--- src/rtl/lane_scroller_pkg.sv ---
// lane_pkg: shared constants, direction enum and level/LFSR helpers for lane_scroller
package lane_pkg;
   localparam logic [15:0] LFSR_SEED = 16'hACE1;
   localparam logic [15:0] LFSR_TAPS = 16'hB400;
   typedef enum logic {DIR_UP = 1'b0, DIR_DN = 1'b1} dir_e;
   function automatic int level_period(input logic [3:0] level, input int period1);
      return level == 4'b0010 ? period1 >> 1 :
             level == 4'b0100 ? period1 >> 2 :
             level == 4'b1000 ? period1 >> 3 : period1;
   endfunction
   function automatic logic [15:0] lfsr_next(input logic [15:0] s);
      return {s[14:0], ^(s & LFSR_TAPS)};
   endfunction
endpackage

--- src/rtl/lane_scroller_if.sv ---
// lane_scroller_if: lane configuration, row-load and field-output bundle
interface lane_scroller_if #(parameter int ROWS = 16, parameter int COLS = 16, parameter int DIV_W = 3);
   logic                    pause;
   logic [3:0]              level;
   logic [ROWS*COLS-1:0]    init_field;
   logic [ROWS-1:0]         lane_dir;
   logic [ROWS-1:0]         lane_wrap;
   logic [ROWS*DIV_W-1:0]   lane_div;
   logic                    load_valid;
   logic [$clog2(ROWS)-1:0] load_row;
   logic [COLS-1:0]         load_data;
   logic [ROWS*COLS-1:0]    field;
   logic [ROWS-1:0]         moved;
   logic                    tick;
   modport master (output pause, level, init_field, lane_dir, lane_wrap, lane_div,
                   load_valid, load_row, load_data, input field, moved, tick);
   modport slave (input pause, level, init_field, lane_dir, lane_wrap, lane_div,
                  load_valid, load_row, load_data, output field, moved, tick);
endinterface

--- src/rtl/lane_scroller_tick_gen.sv ---
// lane_tick_gen: level-scaled base counter producing the shift strobe and registered tick
module lane_tick_gen
   import lane_pkg::*;
#(
   parameter int PERIOD1 = 25_000_000,
   parameter int CNT_W = 25
) (
   input  logic       clk,
   input  logic       reset,
   input  logic       resetField,
   input  logic       pause,
   input  logic [3:0] level,
   output logic       fire,
   output logic       tick
);
   logic [CNT_W-1:0] cnt_q, cnt_d, lim;
   logic tick_q, tick_d;
   // >= lets a drop to a shorter period fire at once instead of wrapping the counter
   always_comb begin
      lim = CNT_W'(level_period(level, PERIOD1) - 1);
      fire = !pause && cnt_q >= lim;
      cnt_d = pause ? cnt_q : fire ? '0 : cnt_q + 1'b1;
      tick_d = fire;
   end
   always_ff @(posedge clk) begin
      if (reset || resetField) begin
         cnt_q <= '0;
         tick_q <= 1'b0;
      end else begin
         cnt_q <= cnt_d;
         tick_q <= tick_d;
      end
   end
   assign tick = tick_q;
endmodule

--- src/rtl/lane_scroller.sv ---
// lane_scroller: hazard field with independently scrolling lanes, LFSR spawning and row loads
module lane_scroller
   import lane_pkg::*;
#(
   parameter int ROWS = 16,
   parameter int COLS = 16,
   parameter int PERIOD1 = 25_000_000,
   parameter int CNT_W = 25,
   parameter int DIV_W = 3
) (
   input logic            clk,
   input logic            reset,
   input logic            resetField,
   lane_scroller_if.slave bus
);
   localparam int RW = $clog2(ROWS);
   logic fire;
   logic [ROWS*COLS-1:0] field_q, field_d;
   logic [ROWS-1:0] moved_q, moved_d;
   logic [DIV_W-1:0] div_q [ROWS];
   logic [DIV_W-1:0] div_d [ROWS];
   logic [15:0] lfsr_q, lfsr_d;
   lane_tick_gen #(.PERIOD1(PERIOD1), .CNT_W(CNT_W)) u_tick (
      .clk, .reset, .resetField, .pause(bus.pause), .level(bus.level), .fire, .tick(bus.tick)
   );
   for (genvar r = 0; r < ROWS; r++) begin : g_lane
      logic [COLS-1:0] row, row_d;
      logic in_bit, shift, load, dn;
      // a load on the shifting row wins, but the lane divider still advances
      always_comb begin
         row = field_q[r*COLS +: COLS];
         dn = dir_e'(bus.lane_dir[r]) == DIR_DN;
         shift = fire && div_q[r] >= bus.lane_div[r*DIV_W +: DIV_W];
         load = bus.load_valid && !bus.pause && bus.load_row == RW'(r);
         in_bit = !bus.lane_wrap[r] ? lfsr_q[r % 16] : dn ? row[0] : row[COLS-1];
         row_d = load ? bus.load_data : !shift ? row :
                 dn ? {in_bit, row[COLS-1:1]} : {row[COLS-2:0], in_bit};
      end
      assign field_d[r*COLS +: COLS] = row_d;
      assign moved_d[r] = shift && !load;
      assign div_d[r] = !fire ? div_q[r] : shift ? '0 : div_q[r] + 1'b1;
   end
   always_comb lfsr_d = fire ? lfsr_next(lfsr_q) : lfsr_q;
   always_ff @(posedge clk) begin
      if (reset || resetField) begin
         field_q <= bus.init_field;
         moved_q <= '0;
         div_q <= '{default: '0};
      end else begin
         field_q <= field_d;
         moved_q <= moved_d;
         div_q <= div_d;
      end
      lfsr_q <= reset ? LFSR_SEED : resetField ? lfsr_q : lfsr_d;
   end
   assign bus.field = field_q;
   assign bus.moved = moved_q;
endmodule

--- src/flat_wrapper.sv ---
// flat-port wrapper written by rule: the top's interface ports become plain ports
module lane_scroller_flat import lane_pkg::*;
#(
   parameter int ROWS = 16,
   parameter int COLS = 16,
   parameter int PERIOD1 = 25_000_000,
   parameter int CNT_W = 25,
   parameter int DIV_W = 3
)
  (clk, reset, resetField, bus_pause, bus_level, bus_init_field, bus_lane_dir, bus_lane_wrap, bus_lane_div, bus_load_valid, bus_load_row, bus_load_data, bus_field, bus_moved, bus_tick);
  lane_scroller_if #(.ROWS(ROWS), .COLS(COLS), .DIV_W(DIV_W)) bus_i ();
  input logic clk;
  input logic reset;
  input logic resetField;
  input wire logic [$bits(bus_i.pause)-1:0] bus_pause;
  input wire logic [$bits(bus_i.level)-1:0] bus_level;
  input wire logic [$bits(bus_i.init_field)-1:0] bus_init_field;
  input wire logic [$bits(bus_i.lane_dir)-1:0] bus_lane_dir;
  input wire logic [$bits(bus_i.lane_wrap)-1:0] bus_lane_wrap;
  input wire logic [$bits(bus_i.lane_div)-1:0] bus_lane_div;
  input wire logic [$bits(bus_i.load_valid)-1:0] bus_load_valid;
  input wire logic [$bits(bus_i.load_row)-1:0] bus_load_row;
  input wire logic [$bits(bus_i.load_data)-1:0] bus_load_data;
  output wire logic [$bits(bus_i.field)-1:0] bus_field;
  output wire logic [$bits(bus_i.moved)-1:0] bus_moved;
  output wire logic [$bits(bus_i.tick)-1:0] bus_tick;
  assign bus_i.pause = bus_pause;
  assign bus_i.level = bus_level;
  assign bus_i.init_field = bus_init_field;
  assign bus_i.lane_dir = bus_lane_dir;
  assign bus_i.lane_wrap = bus_lane_wrap;
  assign bus_i.lane_div = bus_lane_div;
  assign bus_i.load_valid = bus_load_valid;
  assign bus_i.load_row = bus_load_row;
  assign bus_i.load_data = bus_load_data;
  assign bus_field = bus_i.field;
  assign bus_moved = bus_i.moved;
  assign bus_tick = bus_i.tick;
  lane_scroller #(.ROWS(ROWS), .COLS(COLS), .PERIOD1(PERIOD1), .CNT_W(CNT_W), .DIV_W(DIV_W)) u_core (.clk(clk), .reset(reset), .resetField(resetField), .bus(bus_i));
endmodule
--- config.mk ---
export PLATFORM = sky130hd
export DESIGN_NAME = lane_scroller_flat
export DESIGN_NICKNAME = d
export VERILOG_FILES = /design/src/rtl/lane_scroller_pkg.sv /design/src/rtl/lane_scroller_if.sv /design/src/rtl/lane_scroller_tick_gen.sv /design/src/rtl/lane_scroller.sv /design/src/flat_wrapper.sv
export SDC_FILE = /design/constraint.sdc
export NUM_CORES = 1
export LEC_CHECK = 0
export CAP_MARGIN = 40
export CORE_AREA = 2 2 246 248
export CTS_CLUSTER_DIAMETER = 80
export DETAILED_ROUTE_END_ITERATION = 16
export DIE_AREA = 0 0 248 250
export MAX_ROUTING_LAYER = met4
export PLACE_DENSITY = 0.67
export SYNTH_ARGS = -nofsm -noshare
export SYNTH_HDL_FRONTEND = slang
export SYNTH_HIERARCHICAL = 1
export SYNTH_SLANG_ARGS = --single-unit
--- constraint.sdc ---
create_clock -name clk -period 7.1 [get_ports clk]
set_clock_uncertainty 0.1 [all_clocks]
set_input_delay 1.42 -clock clk [delete_from_list [all_inputs] [get_ports clk]]
set_output_delay 1.42 -clock clk [all_outputs]
set_load 0.01 [all_outputs]
# [Yosys cells after proc, flatten, opt, wreduce, memory -nomap -nowiden]
# Cells that the tools add are included.
[op_classes] n_eq_ne=18 n_addsub=18 n_reduce_logical=87 mux=101 bitwise_logic=1 magnitude_cmp=17
[ops] operator="two-way mux 16 bit" count=48
[ops] operator="two-way mux 256 bit" count=1
[ops] operator="two-way mux 25 bit" count=4
[ops] operator="logical AND 1 bit" count=50
[ops] operator="adder 3 x 1 -> 3 bit, second input constant" count=16
[ops] operator="greater-or-equal comparator 3 bit" count=16
[ops] operator="two-way mux 3 bit" count=16
[ops] operator="nonzero test 3 bit" count=16
[ops] operator="== test 4 bit, second input constant" count=9
[ops] operator="two-way mux 1 bit" count=32
[ops] operator="adder 25 x 1 -> 25 bit, second input constant" count=1
[ops] operator="greater-or-equal comparator 25 bit" count=1
[ops] operator="subtractor 25 x 1 -> 25 bit, second input constant" count=1
[ops] operator="== test 4 x 3 -> 1 bit, second input constant" count=5
[ops] operator="logical NOT 1 bit" count=17
[ops] operator="XOR reduction 16 bit" count=1
[ops] operator="== test 4 x 2 -> 1 bit, second input constant" count=3
[ops] operator="== test 4 x 1 -> 1 bit, second input constant" count=1
[ops] operator="logical NOT 4 bit" count=1
[ops] operator="AND reduction 2 bit" count=1
[ops] operator="logical OR 1 bit" count=1
[ops] operator="inverter 1 bit" count=1
[word_totals] word_cells=278 regBits=362 in_bits=365 output_inout_bits=273

# [Depth between registers and ports, before layout]
# Gate-level depths: netlist (run 1).
[depth] ltp_word=11 ltp_mapped=18 depth_no_buf=15

# [Cells and area by module]
# Netlist (run 1), hierarchy kept.
[by_module_without_submodules] mod="lane_scroller" cells_each=2086 seq_area_each_um2=9288.9 area_each_um2=21364.2 instances=1
[by_module_without_submodules] mod="lane_tick_gen" cells_each=226 seq_area_each_um2=520.5 area_each_um2=1904.3 instances=1

# [Least setup slack after synthesis (run 1)]
# OpenSTA, ideal clock, no wires.
[synth_path] path_kind="input to register" start="input port bus_level[1]" end="register u_core.field_q[160], in the netlist u_core/bus.field[160] (enable)" setup_ps=367 t_required_ps=6633 t_arrival_ps=4809 path_stages=14 path_buffers=2 slack_ps=1824 path_cell_list="or4b_2 ha_1 nor2_1 nor2_1 ha_1 nand4_1 nor4_1 a221oi_1 a2bb2oi_4 and2_1 nor2_1 clkbuf_1 clkbuf_1 a21o_1"
[synth_between] elab_chain_cells=9 elab_cells_between_ends=11 cone_classes="add/sub: 1; order compare: 1; eq/ne: 3; mux: 3; reduce/logical: 3"
[synth_lines] item="from (decl)" line_no="flat_wrapper.sv:16" rtl="input wire logic [$bits(bus_i.level)-1:0] bus_level;"
[synth_lines] item="== test 4 bit" line_no="lane_scroller_pkg.sv:9" rtl="level == 4'b1000 ? period1 >> 3 : period1;"
[synth_lines] item="two-way mux 25 bit" line_no="lane_scroller_pkg.sv:9"
[synth_lines] item="two-way mux 25 bit" line_no="lane_scroller_pkg.sv:8" rtl="level == 4'b0100 ? period1 >> 2 :"
[synth_lines] item="two-way mux 25 bit *" line_no="lane_scroller_pkg.sv:7" rtl="return level == 4'b0010 ? period1 >> 1 :"
[synth_lines] item="subtractor 25 x 1 -> 25 bit *" line_no="lane_scroller_tick_gen.sv:20" rtl="lim = CNT_W'(level_period(level, PERIOD1) - 1);"
[synth_lines] item="greater-or-equal comparator 25 bit *" line_no="lane_scroller_tick_gen.sv:21" rtl="fire = !pause && cnt_q >= lim;"
[synth_lines] item="logical AND 1 bit *" line_no="lane_scroller_tick_gen.sv:21"
[synth_lines] item="net u_core.fire" line_no="lane_scroller.sv:17" rtl="logic fire;"
[synth_lines] item="logical AND 1 bit *" line_no="lane_scroller.sv:33" rtl="shift = fire && div_q[r] >= bus.lane_div[r*DIV_W +: DIV_W];"
[synth_lines] item="nonzero test 3 bit (no source line) *"
[synth_lines] item="to (signal assigned)" line_no="lane_scroller.sv:46" rtl="field_q <= bus.init_field;"
[synth_lines] item="to (signal assigned)" line_no="lane_scroller.sv:50" rtl="field_q <= field_d;"
[synth_lines] item="to (decl)" line_no="lane_scroller.sv:18" rtl="logic [ROWS*COLS-1:0] field_q, field_d;"
# The timed path passes the listed nets; every way through them passes the cells marked *.
# A chain may end at the register's enable or synchronous reset.

# [Worst setup path in the final report (run 1)]
[layout_path] start="input port bus_level[1]" end="register u_core.moved_q[9], in the netlist u_core/bus.moved[9]"
[layout_between] elab_chain_cells=9 elab_cells_between_ends=11 cone_classes="add/sub: 1; order compare: 1; eq/ne: 3; mux: 3; reduce/logical: 3"
[layout_lines] item="== test 4 bit" line_no="lane_scroller_pkg.sv:9"
[layout_lines] item="two-way mux 25 bit" line_no="lane_scroller_pkg.sv:9"
[layout_lines] item="two-way mux 25 bit" line_no="lane_scroller_pkg.sv:8"
[layout_lines] item="two-way mux 25 bit *" line_no="lane_scroller_pkg.sv:7"
[layout_lines] item="subtractor 25 x 1 -> 25 bit *" line_no="lane_scroller_tick_gen.sv:20"
[layout_lines] item="greater-or-equal comparator 25 bit *" line_no="lane_scroller_tick_gen.sv:21"
[layout_lines] item="logical AND 1 bit *" line_no="lane_scroller_tick_gen.sv:21"
[layout_lines] item="net u_core.fire" line_no="lane_scroller.sv:17"
[layout_lines] item="logical AND 1 bit *" line_no="lane_scroller.sv:33"
[layout_lines] item="logical AND 1 bit *" line_no="lane_scroller.sv:40" rtl="assign moved_d[r] = shift && !load;"
[layout_lines] item="to (signal assigned)" line_no="lane_scroller.sv:51" rtl="moved_q <= moved_d;"
[layout_lines] item="to (decl)" line_no="lane_scroller.sv:19" rtl="logic [ROWS-1:0] moved_q, moved_d;"
# Marked as above.

==> results of run 1 <==
[power groups by stage]
stage	logic (mW)	clock network [mW]	registers [mW]
4_1_cts	1.27	2.25	2.62
3_3_place_gp	1.24	0	2.66
6_report	1.28	2.22	2.63
2_1_floorplan	0.476	0	2.67
3_5_place_dp	1.26	0	2.67
5_1_grt	1.35	2.33	2.64
[tightest hold or removal path, cell delays in order, from the launching register on]
cell,delay [ps]
dfxtp_1,330
nand2b_1,70
a21oi_1,50
[metal layers]
| metal | share of wire [%] | global-route usage (%) |
|---|---|---|
| met1 | 38 | 39.6 |
| met2 | 48 | 51.2 |
| met3 | 9.7 | 5.97 |
| met4 | 4.4 | 14.0 |
| met5 | 0 | - |
[through the flow]
step / instances / worst slack (ps) / area [µm²]
2_1_floorplan: 2312 / 1820 / 23300
3_3_place_gp: 3558 / 778 / 30000
3_5_place_dp: 3589 / 685 / 30300
4_1_cts: 3670 / 1280 / 31700
5_1_grt: 3681 / 914 / 31700
6_report: 3682 / 1210 / 31700
[final cells by class]
| cell class | instances | area (µm²) |
|---|---|---|
| fill | 5217 | 27800 |
| timing repair buffer | 709 | 7090 |
| multi-input combinational | 1663 | 12200 |
| inverter | 73 | 274 |
| antenna | 12 | 30.0 |
| sequential | 362 | 9810 |
| clock buffer | 58 | 1230 |
| clock inverter | 23 | 170 |
| tap | 782 | 978 |
[flip-flops by register name (all words and copies together) (netlist names)]
| register | flops |
|---|---|
| u_core/div_q | 48 |
| u_core/u_tick/cnt_q | 25 |
| u_core/lfsr_q | 16 |
| u_core/u_tick/tick | 1 |
| u_core/bus.moved | 16 |
| u_core/bus.field | 256 |
[final timing paths]
kind | cells past startpoint | end
hold / removal | 2 | u_core/div_q[40]$_SDFFE_PP0P_
setup / recovery | 15 | u_core/bus.moved[9]$_SDFF_PP0_
hold reg to reg | 2 | u_core/div_q[40]$_SDFFE_PP0P_
setup reg to reg | 10 | u_core/bus.moved[9]$_SDFF_PP0_
[cell usage in the layout (no fill, tap or decap), drive strengths merged, types with 7 or more instances in the layout]
| cell type | instances |
|---|---|
| xor2 | 7 |
| o2111ai | 49 |
| xnor2 | 14 |
| o21ai | 67 |
| buf | 74 |
| clkdlybuf4s50 | 635 |
| clkbuf | 58 |
| a21oi | 62 |
| nor2b | 22 |
| nand2b | 51 |
| nand3b | 11 |
| and3b | 15 |
| nand4 | 12 |
| inv | 73 |
| nor3 | 9 |
| nor2 | 51 |
| a31oi | 21 |
| ha | 86 |
| o211ai | 17 |
| a21o | 19 |
| clkinv | 19 |
| nand3 | 244 |
| diode | 12 |
| dfxtp | 106 |
| mux2i | 256 |
| o311ai | 224 |
| a32oi | 32 |
| edfxtp | 256 |
| nor3b | 33 |
| mux2 | 32 |
| nand2 | 288 |
[logic make-up (layout without fill, tap and decap cells)]
logic type | after synthesis | in the layout | synth area share (%)
multiplexers | 288 | 288 | 12.6
AO/OA/AOI/OAI | 498 | 498 | 16.6
XOR/XNOR | 21 | 21 | 0.790
buffers and inverters | 287 | 863 | 6.22
other | 2 | 14 | 0.0323
flip-flops | 362 | 362 | 42.2
adder cells (fa/ha/maj) | 86 | 86 | 4.62
AND/OR/NAND/NOR | 768 | 768 | 17.0
==> metrics.yaml, run 1 <==
status:
  status: "finished, final reports clean"
synth:
  syn_inst: 2312
  async_flop_share_pct: 0
  syn_area_um2: 23300
  synthFlopType: "edfxtp_1"
  syn_area_per_cell_um2: 10.1
  synth_edf_count: 256
  synth.distinct_cells: 61
  ys_top_cells_by_count: "nand2_1, edfxtp_1, mux2i_1"
  synth-seq-cells: 362
  ys_warn_count: 6
  synth_fp_nets: 2763
  ys_seq_area_share_pct: 42.2
  netlist.area_leader.share_pct: 33.0
  ys_top_cells_by_area: "edfxtp_1, mux2i_1, dfxtp_1"
  synth_largest_area_cell: "edfxtp_1"
  synth_most_common_cell: "nand2_1"
routing:
  first_iter_violations: 2720
  drtPass1Iterations: 6
  antenna_left: 0
  drcViolationCount: 0
  wl_per_cell_um: 27.4
  avgViaCountPerCell: 6.12
  wl_um: 101000
  vias: 22536
floorplan:
  rows: 90
  die_width_um: 248
  start_util_pct: 39.1
  die-area_um2: 62000
  io_pins: 638
  die_h_um: 250
  coreArea_um2: 59600
placement:
  place.gp.congestion: 0.933
  port_buffers: 637
  place_hpwl_um: 74000
pwr:
  power.total_mw: 6.13
  switching_power_mw: 1.73
  swShare_pct: 28.3
  clkPwrFrac_pct: 36.3
  powerDensity_nw_per_um2: 193
  p_seq_share_pct: 42.8
  comb_power_share_pct: 20.9
  internal_power_mw: 4.40
  leakage_nw: 11.9
  peakVddDrop_mv: 0.159
grt:
  grtUsageTotal_pct: 32.1
  grt_pass1_vias: 21989
  antenna_found_initial: 14
  grt_max_degree: 86
  overflow: 0
  grt_pass1_wl_um: 145000
timing:
  rsz0062_at_grt: "no"
  slew_headroom_pct: 36.3
  fin_crit_sh_pct: 83.0
  finalHoldViolCount: 0
  fin_setup_tns_ps: 0
  worstMarginPinSlew_ps: 952
  final_max_slew_viol_count: 0
  final.min_clock_period_ps: 5890
  report.final.setup_viol: 0
  fmax_mhz: 170
  whs_ps: 396
clocking:
  root_buffer: "clkbuf_16"
  clock_latency_ps: 590
  cts_resized: 0
  cts_buffers: 44
  htreeDepth: 2
  clk_pin_slew_worst_paths_ps: 60
  postCtsSetupBuffers: 0
  postCtsHoldBufs: 0
  cts_tree: "built"
  clkSinkCount: 362
  cts_buffer_depth: 3
layout:
  layout.nets: 3304
  area_growth_pct: 36.4
  final_layout_size_suffix_gt1_share_pct: 7.83
  utilization_pct: 53.3
critical_path:
  startpoint: "bus_level[1]"
  r2r_slack_ps: 3280
  arrival_ps: 6270
  path_buf_inv: 1
  critPathLaunchType: "input pin"
  path_class: "input pin to flop"
  r2r_start: "u_core/u_tick/cnt_q[10]$_SDFFE_PP0N_"
  slowest_delay_ps: 730
  crit_family: "simple AND/OR/NAND/NOR gates"
  cp_slowest_cell: "or4b_2"
  worstPathCellList: "clkdlybuf4s50_1 -> or4b_2 -> ha_1 -> nor2_1 -> nor2_1 -> ha_1 -> nand4_1 -> nor4_1 -> a221oi_1 -> a2bb2oi_4 -> and2_1 -> nor2_4 -> nor2b_2 -> nand2b_2 -> nor3b_1"
  cp-end-kind: "flop"
  required_ps: 7480
  crit_path_max_fanout: 17
hold_path:
  hp-start: "u_core/div_q[40]$_SDFFE_PP0P_"
  hp-class: "flop to flop"
job:
  drv_cap: 0
(Power assumes the default switching activity.)
==> inputs of run 2 (changes only) <==
==> constraint.sdc (replaced) <==
create_clock -name clk -period 6 [get_ports clk]
set_clock_uncertainty 0.1 [all_clocks]
set_input_delay 1.2 -clock clk [delete_from_list [all_inputs] [get_ports clk]]
set_output_delay 1.2 -clock clk [all_outputs]
set_load 0.01 [all_outputs]
==> run 2 against run 1 <==
Final cell count up 0.52%. Critical path type unchanged. Critical endpoint is now u_core/bus.moved[0]$_SDFF_PP0_. Wire length down 0.42%. Clock power up 20%. Count of clock-buffer cells in the layout up 3. Sequential power up 18%. Total power up 19%.
==> metrics.yaml, run 2 (synthesis results as in run 1) <==
routing:
  antenna_left: 0  # unchanged
  vias: 22656  # was 22,536
  drcViolationCount: 0  # unchanged
  drtPass1Iterations: 5  # was 6
  avgViaCountPerCell: 6.12  # about the same
  wl_um: 100000  # was 101,000 µm
  wl_per_cell_um: 27.1  # was 27.4 µm
  first_iter_violations: 2377  # was 2,720
timing:
  fin_setup_tns_ps: 0  # unchanged
  rsz0062_at_grt: "no"  # unchanged
  worstMarginPinSlew_ps: 996  # was 952 ps
  report.final.setup_viol: 0  # unchanged
  fin_crit_sh_pct: 91.8
  layout_setup_ws_ps: 491  # was 1210 ps
  fmax_mhz: 182
  finalHoldViolCount: 0  # unchanged
  slew_headroom_pct: 32.9  # was 36.3%
  final_max_slew_viol_count: 0  # unchanged
  final.min_clock_period_ps: 5510
placement:
  place.gp.congestion: 0.925  # was 0.933
  port_buffers: 637  # unchanged
  place_ws_ps: -107  # was 685 ps
  place_hpwl_um: 73800  # was 74,000 µm
layout:
  largest_reg_flops: 256  # unchanged
  area_growth_pct: 37.5  # was 36.4%
  final_layout_size_suffix_gt1_share_pct: 8.48  # was 7.83%
  final_cell_mix: "clkdlybuf4s50_1, nand2_1, mux2i_1, edfxtp_1, nand3_1"  # unchanged
  multiInputGateArea_um2: 12200  # unchanged
  fillers: 5242  # was 5,217
  layout.nets: 3327  # was 3,304
  final_common_cell: "clkdlybuf4s50_1"  # unchanged
  regArea_um2: 9810  # unchanged
grt:
  antenna_found_initial: 9  # was 14
  grt_pass1_wl_um: 144000  # was 145,000 µm
  grt_max_degree: 95  # was 86
  grtUsageTotal_pct: 31.8  # was 32.1%
  overflow: 0  # unchanged
  grt_pass1_vias: 21826  # was 21,989
clocking:
  cts_resized: 0  # unchanged
  cts_tree: "built"  # unchanged
  cts_buffer_depth: 3  # unchanged
  postCtsHoldBufs: 0  # unchanged
  postCtsSetupBuffers: 0  # unchanged
  clkSinkCount: 362  # unchanged
  root_buffer: "clkbuf_16"  # unchanged
  clk_pin_slew_worst_paths_ps: 60  # about the same
  htreeDepth: 2  # unchanged
  clock_latency_ps: 580  # was 590 ps
  cts_buffers: 44  # unchanged
critical_path:
  worstPathCellList: "clkdlybuf4s50_1 -> or4b_2 -> ha_1 -> nor2_1 -> nor2_1 -> ha_1 -> nand4_1 -> nor4_1 -> a221oi_1 -> a2bb2oi_4 -> and2_1 -> nor2_4 -> nor2b_2 -> nand2b_2 -> nor3b_1"  # unchanged
  required_ps: 6360  # was 7480 ps
  r2r_start: "u_core/u_tick/cnt_q[10]$_SDFFE_PP0N_"  # unchanged
  slowest_delay_ps: 770  # was 730 ps
  arrival_ps: 5870  # was 6270 ps
  crit_path_max_fanout: 17  # unchanged
  cp_slowest_cell: "or4b_2"  # unchanged
  path_buf_inv: 1  # unchanged
  path_class: "input pin to flop"  # unchanged
  startpoint: "bus_level[1]"  # unchanged
  crit_family: "simple AND/OR/NAND/NOR gates"  # unchanged
  cp-end-kind: "flop"  # unchanged
  critPathLaunchType: "input pin"  # unchanged
floorplan:
  rows: 90  # unchanged
  coreArea_um2: 59600  # unchanged
  die_h_um: 250  # unchanged
  die-area_um2: 62000  # unchanged
  io_pins: 638  # unchanged
  start_util_pct: 39.1  # unchanged
  die_width_um: 248  # unchanged
hold_path:
  hp-start: "u_core/div_q[18]$_SDFFE_PP0P_"  # was u_core/div_q[40]$_SDFFE_PP0P_
  hp-class: "flop to flop"  # unchanged
pwr:
  powerDensity_nw_per_um2: 228  # was 193 nW/µm²
  leakage_nw: 12.1  # was 11.9 nW
  peakVddDrop_mv: 0.188  # was 0.159 mV
status:
  status: "finished, final reports clean"  # unchanged
job:
  drv_cap: 0  # unchanged
-- run 2: changes by cell type in the layout (fill, tap and decap cells not counted), sizes merged --
cell | before | now
clkbuf | 58 | 61
diode | 12 | 7
clkinv | 19 | 17
clkinvlp | 2 | 1
buf | 74 | 97
bufinv | 2 | 3
-- run 2: metal layers --
layer / vias up / global-route usage [%] / routed length [µm]
met5: - / - / 0
met1: 11047 / 40.0 / 39300
li1: 10078 / - / -
met3: 205 / 4.80 / 9140
met2: 1326 / 51.5 / 47700
met4: 0 / 11.8 / 4290
-- run 2: worst paths after layout --
check,end,slack (ps),cells after the start
worst min register to register,u_core/div_q[18]$_SDFFE_PP0P_,400,2
worst min-delay path,u_core/div_q[18]$_SDFFE_PP0P_,400,2
worst max register to register,u_core/bus.moved[0]$_SDFF_PP0_,2390,10
worst max-delay path,u_core/bus.moved[0]$_SDFF_PP0_,490,15
-- run 2: area by class of cell --
cell class                      count  share of cell area (%)
Timing Repair Buffer              732                    23.0
Multi-Input combinational cell   1663                    38.0
Clock buffer                       61                    3.80
Inverter                           73                   0.856
Clock inverter                     21                   0.590
Tap cell                          782                    3.06
Antenna cell                        7                  0.0547
Sequential cell                   362                    30.7
-- run 2: power by group --
group	switching, mW	internal (mW)
Clock	1.12	1.55
Combinational	0.735	0.784
Sequential	0.197	2.91
Total	2.05	5.24
-- run 2: worst register-to-register path: cells and delay by family (launching register included) --
kind / cells / cell delay (ps)
simple gates: 7 / 2380
flops: 1 / 360
compound gates: 2 / 350
fa+ha+maj: 1 / 330
-- run 2: stage by stage --
stage	std cells	total power, mW	area (µm²)	utilization, %	hold WS, ps
2_1_floorplan	2312	3.72	23300	-	353
3_3_place_gp	3580	4.61	30100	50.6	375
3_5_place_dp	3612	4.65	30600	51.3	385
4_1_cts	3694	7.30	32000	53.7	395
5_1_grt	3700	7.51	32000	53.7	413
6_report	3701	7.29	32000	53.7	398
==> inputs of run 3 (changes only) <==
--- a/config.mk
+++ b/config.mk
@@ -6,12 +6,13 @@
 export NUM_CORES = 1
 export LEC_CHECK = 0
 export CAP_MARGIN = 40
-export CORE_AREA = 2 2 246 248
+export CORE_AREA = 2 2 245 247
 export CTS_CLUSTER_DIAMETER = 80
 export DETAILED_ROUTE_END_ITERATION = 16
-export DIE_AREA = 0 0 248 250
+export DIE_AREA = 0 0 247 249
+export GPL_TIMING_DRIVEN = 0
 export MAX_ROUTING_LAYER = met4
-export PLACE_DENSITY = 0.67
+export PLACE_DENSITY = 0.68
 export SYNTH_ARGS = -nofsm -noshare
 export SYNTH_HDL_FRONTEND = slang
 export SYNTH_HIERARCHICAL = 1
==> run 3 against run 2 <==
Critical path depth up 1. Maximum frequency down 3.7%. Total power up 0.84%. Count of clock-buffer cells in the layout up 5. Cell area up 0.61%. Die area down 0.80%. Combinational power about the same. Flip-flop and latch count unchanged. Final cell count up 4.0%. Sequential share of layout area down 0.18 points. Critical endpoint is now u_core/bus.field[233]$_DFFE_PP_. Largest power group unchanged.
==> metrics.yaml, run 3 (synthesis results as in run 1) <==
status:
  status: "finished, final reports clean"  # unchanged
timing:
  fin_crit_sh_pct: 95.4  # was 91.8%
  rsz0062_at_grt: "no"  # unchanged
  finalHoldViolCount: 0  # unchanged
  final.min_clock_period_ps: 5720  # was 5510 ps
  layout_setup_ws_ps: 278  # was 491 ps
  fmax_mhz: 175  # was 182 MHz
  slew_headroom_pct: 35.7  # was 32.9%
  worstMarginPinSlew_ps: 961  # was 996 ps
  final_max_slew_viol_count: 0  # unchanged
  report.final.setup_viol: 0  # unchanged
critical_path:
  startpoint: "bus_level[1]"  # unchanged
  critPathLaunchType: "input pin"  # unchanged
  path_class: "input pin to flop"  # unchanged
  reg2reg_to: "u_core/bus.field[233]$_DFFE_PP_"  # was u_core/bus.moved[0]$_SDFF_PP0_
  cp-endpoint: "u_core/bus.field[233]$_DFFE_PP_"  # was u_core/bus.moved[0]$_SDFF_PP0_
  cp-end-kind: "flop"  # unchanged
  arrival_ps: 5850  # was 5870 ps
  r2r_slack_ps: 2090  # was 2390 ps
  crit_path_max_fanout: 16  # was 17
  r2r_start: "u_core/u_tick/cnt_q[10]$_SDFFE_PP0N_"  # unchanged
  reg2reg_depth: 11  # was 10
  required_ps: 6130  # was 6360 ps
placement:
  place_ws_ps: -1020  # was -107 ps
  place.gp.congestion: 1.04  # was 0.925
  place_hpwl_um: 87600  # was 73,800 µm
  dpl_cell_area_um2: 30700  # was 30,600 µm²
  port_buffers: 621  # was 637
clocking:
  clk_pin_slew_worst_paths_ps: 60  # about the same
  clkSinkCount: 362  # unchanged
  cts_buffers: 44  # unchanged
  htreeDepth: 2  # unchanged
  cts_tree: "built"  # unchanged
  postCtsSetupBuffers: 0  # unchanged
  cts_buffer_depth: 3  # unchanged
  clock_latency_ps: 590  # was 580 ps
  postCtsHoldBufs: 0  # unchanged
  root_buffer: "clkbuf_16"  # unchanged
hold_path:
  min_path_cells: 2  # unchanged
  hp-class: "flop to flop"  # unchanged
floorplan:
  die_h_um: 249  # was 250 µm
  start_util_pct: 39.6  # was 39.1%
  rows: 89  # was 90
  die_width_um: 247  # was 248 µm
  coreArea_um2: 58700  # was 59,600 µm²
  io_pins: 638  # unchanged
  die-area_um2: 61500  # was 62,000 µm²
layout:
  stdcell_area_um2: 32200  # was 32,000 µm²
  final_common_cell: "clkdlybuf4s50_1"  # unchanged
  area_growth_pct: 38.3  # was 37.5%
  layout.nets: 3453  # was 3,327
  utilization_pct: 54.9  # was 53.7%
  final_layout_size_suffix_gt1_share_pct: 9.68  # was 8.48%
  final_cell_mix: "clkdlybuf4s50_1, nand2_1, mux2i_1, edfxtp_1, nand3_1"  # unchanged
  largest_reg_flops: 256  # unchanged
pwr:
  peakVddDrop_mv: 0.191  # was 0.188 mV
  leakage_nw: 12.2  # was 12.1 nW
  powerDensity_nw_per_um2: 228  # about the same
  power.total_mw: 7.35  # was 7.29 mW
routing:
  wl_um: 113000  # was 100,000 µm
  dr_wl_met3_um: 12500  # was 9140 µm
  wl_met2_um: 53000  # was 47,700 µm
  avgViaCountPerCell: 6.23  # was 6.12
  drcViolationCount: 0  # unchanged
  wl_met1_um: 42200  # was 39,300 µm
  antenna_left: 0  # unchanged
  drtPass1Iterations: 6  # was 5
  vias: 23976  # was 22,656
  first_iter_violations: 3095  # was 2,377
  dr.max_layer_used: "met4"  # unchanged
  wl_per_cell_um: 29.5  # was 27.1 µm
grt:
  grt_pass1_wl_um: 159000  # was 144,000 µm
  overflow: 0  # unchanged
  antenna_found_initial: 39  # was 9
  grt_max_degree: 17  # was 95
  grtUsageTotal_pct: 36.3  # was 31.8%
  grt_pass1_vias: 23231  # was 21,826
job:
  drv_cap: 0  # unchanged
## run 3: cell types whose count changed in the layout (fill, tap and decap cells not counted), sizes merged
cell	change
diode	+32
clkdlybuf4s50	-14
buf	+41
clkinvlp	-1
clkbuf	+104
bufinv	-1
clkinv	-3
## run 3: repair_timing
item,in CTS,in global routing
setup endpoints to repair,256,100
resized for setup,17,3
gates cloned,0,0
## run 3: final cells by class
type,instances,area (µm²)
Timing Repair Buffer,644,6430
Multi-Input combinational cell,1663,12000
Antenna cell,39,97.6
Inverter,73,274
Sequential cell,362,9810
Clock buffer,66,1270
Buffer,214,1180
Clock inverter,16,139
Fill cell,5117,26500
Tap cell,773,967
## run 3: how the worst min path moves through the flow
stage	startpoint	end	slack (ps)
2_1_floorplan	u_core/lfsr_q[1]$_SDFFE_PP0P_	u_core/lfsr_q[2]$_SDFFE_PP0P_	350
3_3_place_gp	u_core/div_q[6]$_SDFFE_PP0P_	u_core/div_q[6]$_SDFFE_PP0P_	380
3_5_place_dp	u_core/div_q[1]$_SDFFE_PP0P_	u_core/div_q[1]$_SDFFE_PP0P_	390
4_1_cts	u_core/div_q[1]$_SDFFE_PP0P_	u_core/div_q[1]$_SDFFE_PP0P_	400
5_1_grt	u_core/div_q[42]$_SDFFE_PP0P_	u_core/div_q[42]$_SDFFE_PP0P_	420
6_report	u_core/div_q[27]$_SDFFE_PP0P_	u_core/div_q[27]$_SDFFE_PP0P_	400
## run 3: metrics by stage
step                setup TNS, ps  cells  hold WS [ps]
global placement          -263950   3706           377
finish                          0   3850           397
detailed placement        -227510   3728           386
floorplan                       0   2312           353
CTS                             0   3810           396
global route                    0   3848           418
## run 3: per-layer routing
metal	vias to the layer above	GRT usage, %
li1	10377	-
met1	11594	43.9
met2	1698	57.4
met3	307	7.60
met4	0	17.5
met5	-	-
## run 3: worst max-delay path, cell delays in order
cell and delay [ps]:
clkdlybuf4s50_1 440, or4b_2 730, ha_1 250, nor2_1 110, nor2_1 60, ha_1 280, nand4_1 150, nor4_1 310
a221oi_1 150, a2bb2oi_4 210, and2_1 180, nor2_2 380, clkbuf_1 470, clkbuf_1 290, buf_8 210, a21o_2 400
## run 3: where the power goes
group          internal [mW]  leakage, nW  switching (mW)
clock network           1.54        0.689            1.14
logic                  0.777         7.97           0.767
registers               2.91         3.51           0.217
